## config.mk

```make
export PLATFORM = sky130hd
export DESIGN_NAME = risc_spm_core
export DESIGN_NICKNAME = d
export VERILOG_FILES = /design/src/rtl/risc_spm_core.sv
export SDC_FILE = /design/constraint.sdc
export NUM_CORES = 1
export LEC_CHECK = 0
export ABC_AREA = 1
export ABC_CLOCK_PERIOD_IN_PS = 5100
export CAP_MARGIN = 20
export CORE_AREA = 2 2 113 115
export DETAILED_ROUTE_END_ITERATION = 6
export DIE_AREA = 0 0 115 117
export HOLD_SLACK_MARGIN = 0.03
export PLACE_DENSITY = 0.8
export SKIP_LAST_GASP = 1
export SYNTH_ARGS = -nofsm -noshare
export SYNTH_HDL_FRONTEND = slang
export SYNTH_SLANG_ARGS = --single-unit
```

## constraint.sdc

```tcl
create_clock -name clk -period 5.1 [get_ports clk]
set_input_delay 0.765 -clock clk [delete_from_list [all_inputs] [get_ports clk]]
set_output_delay 0.765 -clock clk [all_outputs]
set_load 0.005 [all_outputs]
```

## src/rtl/risc_spm_core.sv

```systemverilog
// Parametrised RISC SPM core: register file, ALU, flags and a fetch/execute FSM
// that talks to external memory over a variable-latency req/ack handshake.
module risc_spm_core #(
    parameter int          word_size = 8,
    parameter int          REG_SEL   = 2,
    parameter int          ADDR_W    = 8,
    parameter int unsigned RESET_PC  = 0
) (
    input  logic                 clk,
    input  logic                 rst,
    output logic                 mem_req,
    output logic                 mem_we,
    output logic [ADDR_W-1:0]    mem_addr,
    output logic [word_size-1:0] mem_wdata,
    input  logic [word_size-1:0] mem_rdata,
    input  logic                 mem_ack,
    output logic [ADDR_W-1:0]    pc,
    output logic                 halted,
    output logic                 illegal_op
);
    localparam int NUM_REGS = 2 ** REG_SEL;

    localparam logic [3:0] OP_NOP = 4'h0, OP_ADD = 4'h1, OP_SUB = 4'h2, OP_AND = 4'h3,
                           OP_NOT = 4'h4, OP_RD  = 4'h5, OP_WR  = 4'h6, OP_BR  = 4'h7,
                           OP_BRZ = 4'h8, OP_BRV = 4'h9, OP_MUL = 4'hA, OP_HLT = 4'hF;

    typedef enum logic [2:0] {S_FETCH, S_EXEC, S_ADDR, S_MEM, S_HALT} state_t;

    state_t                 state_q, state_d;
    logic [ADDR_W-1:0]      pc_q, pc_d;
    logic [word_size-1:0]   ir_q, ir_d;
    logic [word_size-1:0]   ar_q, ar_d;
    logic [word_size-1:0]   regs_q [NUM_REGS];
    logic [word_size-1:0]   regs_d [NUM_REGS];
    logic                   zero_q, zero_d, ovf_q, ovf_d, illegal_q, illegal_d;

    logic [3:0]             op;
    logic [REG_SEL-1:0]     src, dst;
    logic [word_size-1:0]   rs_val, rd_val, alu_res;
    logic [word_size:0]     sum_w, diff_w;
    logic [2*word_size-1:0] prod_w;
    logic                   alu_ovf;

    assign op     = ir_q[word_size-1 -: 4];
    assign src    = ir_q[word_size-5 -: REG_SEL];
    assign dst    = ir_q[word_size-5-REG_SEL -: REG_SEL];
    assign rs_val = regs_q[src];
    assign rd_val = regs_q[dst];
    // The extra top bit of sum/diff is the carry-out / borrow (d < s unsigned)
    assign sum_w  = {1'b0, rd_val} + {1'b0, rs_val};
    assign diff_w = {1'b0, rd_val} - {1'b0, rs_val};
    assign prod_w = {{word_size{1'b0}}, rd_val} * {{word_size{1'b0}}, rs_val};

    assign pc         = pc_q;
    assign halted     = (state_q == S_HALT);
    assign illegal_op = illegal_q;

    always_comb begin
        alu_res = '0;
        alu_ovf = 1'b0;
        case (op)
            OP_ADD:  begin alu_res = sum_w[word_size-1:0];  alu_ovf = sum_w[word_size];  end
            OP_SUB:  begin alu_res = diff_w[word_size-1:0]; alu_ovf = diff_w[word_size]; end
            OP_AND:  alu_res = rd_val & rs_val;
            OP_NOT:  alu_res = ~rs_val;
            OP_MUL:  begin
                alu_res = prod_w[word_size-1:0];
                alu_ovf = |prod_w[2*word_size-1:word_size];
            end
            default: alu_res = '0;
        endcase
    end

    always_comb begin
        state_d   = state_q;
        pc_d      = pc_q;
        ir_d      = ir_q;
        ar_d      = ar_q;
        regs_d    = regs_q;
        zero_d    = zero_q;
        ovf_d     = ovf_q;
        illegal_d = illegal_q;
        mem_req   = 1'b0;
        mem_we    = 1'b0;
        mem_addr  = pc_q;
        mem_wdata = '0;
        case (state_q)
            S_FETCH: begin
                mem_req = 1'b1;
                if (mem_ack) begin
                    ir_d    = mem_rdata;
                    pc_d    = pc_q + ADDR_W'(1);
                    state_d = S_EXEC;
                end
            end
            S_EXEC: begin
                case (op)
                    OP_NOP: state_d = S_FETCH;
                    OP_ADD, OP_SUB, OP_AND, OP_NOT, OP_MUL: begin
                        regs_d[dst] = alu_res;
                        zero_d      = (alu_res == '0);
                        ovf_d       = alu_ovf;
                        state_d     = S_FETCH;
                    end
                    OP_RD, OP_WR, OP_BR, OP_BRZ, OP_BRV: state_d = S_ADDR;
                    OP_HLT: state_d = S_HALT;
                    default: begin
                        illegal_d = 1'b1;
                        state_d   = S_HALT;
                    end
                endcase
            end
            S_ADDR: begin
                mem_req = 1'b1;
                if (mem_ack) begin
                    pc_d = pc_q + ADDR_W'(1);
                    ar_d = mem_rdata;
                    if ((op == OP_BR) || (op == OP_BRZ && zero_q) || (op == OP_BRV && ovf_q))
                        pc_d = mem_rdata[ADDR_W-1:0];
                    state_d = (op == OP_RD || op == OP_WR) ? S_MEM : S_FETCH;
                end
            end
            S_MEM: begin
                mem_req  = 1'b1;
                mem_addr = ar_q[ADDR_W-1:0];
                mem_we   = (op == OP_WR);
                if (op == OP_WR) mem_wdata = rs_val;
                if (mem_ack) begin
                    if (op == OP_RD) regs_d[dst] = mem_rdata;
                    state_d = S_FETCH;
                end
            end
            S_HALT:  state_d = S_HALT;
            default: state_d = S_FETCH;
        endcase
        // Reset must kill an in-flight request immediately, not at the next edge
        if (rst) begin
            mem_req = 1'b0;
            mem_we  = 1'b0;
        end
    end

    always_ff @(posedge clk or posedge rst) begin
        if (rst) begin
            state_q   <= S_FETCH;
            pc_q      <= ADDR_W'(RESET_PC);
            ir_q      <= '0;
            ar_q      <= '0;
            zero_q    <= 1'b0;
            ovf_q     <= 1'b0;
            illegal_q <= 1'b0;
            for (int i = 0; i < NUM_REGS; i++) regs_q[i] <= '0;
        end else begin
            state_q   <= state_d;
            pc_q      <= pc_d;
            ir_q      <= ir_d;
            ar_q      <= ar_d;
            zero_q    <= zero_d;
            ovf_q     <= ovf_d;
            illegal_q <= illegal_d;
            for (int i = 0; i < NUM_REGS; i++) regs_q[i] <= regs_d[i];
        end
    end
endmodule

```

==> impl_metrics.yaml <==
routing:
  drt_wl_total_um: 18700
  drt_iter0_drc: 521
  vias_per_cell: 5.54
  drtPass1Iterations: 6
  wl_per_cell_um: 15.5
  vias: 6698
  postRouteAntennaNets: 0
  drc_errors: 0
critical_path:
  critPathLaunchType: "flip-flop"
  endpoint_kind: "flip-flop"
  r2r_cells: 26
  critical_path_buf_inv_count: 5
  cp.required_ns: 5.30
  ff2ff_setup_slack_ns: 0.24
  cp_max_fo: 6
  worst_path_most_repeated_cell: "nand2_1"
  r2r_end: "ovf_q"
  cp_slowest_cell: "fa_1"
  timing.rr.start: "ir_q[1]"
  cp.arrival_ns: 5.07
  cpPeakStageDelay_ns: 0.59
  cp_top_family: "adder cells"
  worstSetupPathType: "flip-flop to flip-flop"
outcome:
  status: "finished clean"
global_routing:
  grt_max_degree: 63
  grt_pass1_wl_um: 29600
  gr-usage-all-layers_pct: 28.3
  antenna_found_initial: 0
  grt_overflow: 0
  grt_pass1_vias: 6157
synthesis:
  syn-num-nets: 1091
  synth_edf_count: 0
  ys_seq_area_share_pct: 23.2
  avgSynthCellArea_um2: 6.76
  synthFlopType: "dfrtp_1"
  synth_top_cell_area_share_pct: 23.2
  ys_async_sr_fraction_pct: 100
  yosys-top-cells-area: "dfrtp_1 23%, nand2_1 16%, fa_1 11%"
  synth-seq-cells: 62
  yosysUniqueCellTypes: 41
  yosys_warnings: 0
  synth_top_area_cell: "dfrtp_1"
  syn_area_um2: 6690
  synth_cells: 989
cells_and_area:
  post-route-util_pct: 63.7
  n_antenna_cell: 0
  synthToLayoutAreaGrowth_pct: 17.4
  nets: 1156
  postLayoutCellArea_um2: 7850
  drive_above_1_share_pct: 11.0
placed_design:
  hpwl_um: 14500
  portBuffers: 38
  dpl_cell_area_um2: 7380
  place_congestion: 0.968
clocking:
  root_buffer: "clkbuf_16"
  cts_buffers: 9
  worstSkewPairLatency_ns: 0.33
  clockBufferDepth: 2
  h-tree-depth: 3
  clock-sinks: 62
  clkSlewWorstSetupHoldPaths_ns: 0.06
  tritoncts: "built"
timing:
  relSlewSlack_pct: 47.1
  hold_violations: 0
  fmax_mhz: 206
  worst_slew_pin_slew_ns: 0.793
  min_period_over_period_pct: 95.4
  slew_violations: 0
  final.setup.tns_ns: 0
  skew_ns: 0.00637
  period_needed_ns: 4.86
  setup_viol: 0
die:
  initial_core_util_pct: 54.3
  die_h_um: 117
  dieArea_um2: 13500
  rows: 41
  die_width_um: 115
  io_pins: 39
  coreArea_um2: 12300
worst_hold_path:
  min_from: "illegal_op"
  min_to: "illegal_op"
  hold_class: "flip-flop to flip-flop"
  holdPathStages: 1
job:
  cap_violations: 0
==> through the flow <==
| stage | setup slack [ns] | cells | hold WS (ns) |
|---|---|---|---|
| 6_report | 0.237 | 1209 | 0.474 |
| 3_5_place_dp | 0.0000147 | 1189 | 0.461 |
| 3_3_place_gp | 0.0432 | 1189 | 0.460 |
| 4_1_cts | 0.0553 | 1205 | 0.477 |
| 5_1_grt | -0.0315 | 1209 | 0.524 |
| 2_1_floorplan | 0.294 | 989 | 0.450 |
==> placed cells by master, fill, tap and decap left out, types with 4 or more instances in the layout <==
cell type        instances
nand2_2                  8
clkdlybuf4s50_1         38
a21oi_1                 26
inv_1                  169
nor2_4                   7
o22ai_1                 11
clkbuf_16                9
dfrtp_1                 60
nand3_1                 64
nor2_1                  98
o21a_2                   4
buf_4                   36
o211ai_1                 5
nor2_2                   5
nand2_1                281
inv_2                   14
ha_1                    44
o21ai_0                 48
nand4_1                 11
nor3_1                   4
a22oi_1                  8
fa_1                    38
o21ai_1                 20
ha_4                     6
==> final cells by class <==
class	instances	area [um^2]
clock buffers	12	267
clock inverters	4	28.8
fillers	1094	4470
inverters	185	699
multi-input cells	722	4460
flip-flops and latches	62	1550
well taps	150	188
repair buffers	74	651
==> routing by layer <==
layer	track usage, %	vias up	share of wire [%]
li1	-	3239	-
met1	39.5	3113	43
met2	45.8	302	46
met3	3.30	44	7.7
met4	9.96	0	3.1
met5	0	-	0
==> worst reg2reg max path, cell delays in order, from the launching register on <==
cell and delay (ns):
dfrtp_2 0.47, nor2_4 0.18, inv_1 0.10, buf_4 0.16, o22ai_1 0.11, a21oi_1 0.06, o21a_2 0.17, inv_2 0.11
nand2_1 0.08, fa_1 0.59, fa_1 0.45, fa_1 0.54, inv_1 0.05, fa_1 0.59, ha_4 0.23, nand2_1 0.06
nand2_1 0.08, inv_1 0.06, nand2_1 0.06, nand2_1 0.08, nand3_1 0.07, nand2_1 0.06, nand2_1 0.04, nor2_1 0.11
nand3_1 0.09, nand2_1 0.07, a21oi_1 0.05
==> worst max-delay path by stage <==
stage	to	cells after the start	slack, ns	start
2_1_floorplan	ovf_q	27	0.29	ir_q[1]
3_3_place_gp	ovf_q	23	0.04	ir_q[1]
3_5_place_dp	ovf_q	26	0.00001	ir_q[1]
4_1_cts	ovf_q	26	0.06	ir_q[1]
5_1_grt	regs_q[22]	25	-0.03	ir_q[1]
6_report	ovf_q	26	0.24	ir_q[1]
==> cell usage after synthesis (5+ instances only) <==
cell type	n
nand2_1	284
inv_1	179
nor2_1	101
nand3_1	65
dfrtp_1	62
ha_1	53
o21ai_0	49
fa_1	38
a21oi_1	28
o21ai_1	19
nand4_1	11
o22ai_1	11
clkbuf_1	10
a22oi_1	8
buf_2	5
inv_2	5
nand2_2	5
nor2_4	5
o211ai_1	5
o21a_1	5
==> state kept, by name, indices dropped and copies added (netlist names) <==
signal and flops:
illegal_op 1, ir_q 8, regs_q 32, state_q 3, ovf_q 1, pc 8, ar_q 8, zero_q 1
==> cells by family after synthesis <==
family	after synthesis	share of synthesized area [%]
and+or+nand+nor	489	30.9
buffers and inverters	205	12.1
AOI/OAI and AO/OA	138	11.9
adders and majority gates	91	21.3
DFF	62	23.2
xor gates and xnor gates	4	0.524
==> repair_timing <==
action / in CTS / in global routing
endpoints found under the hold margin: 0 / 0
endpoints found under the setup margin: 5 / 14
pin swaps: 0 / 3
setup buffers: 0 / 4
gates resized for setup: 2 / 39
hold buffers: 0 / 0
Power of run 1 is not shown: default switching activity piles up to over one toggle a cycle in this logic, so the estimate is an artifact.
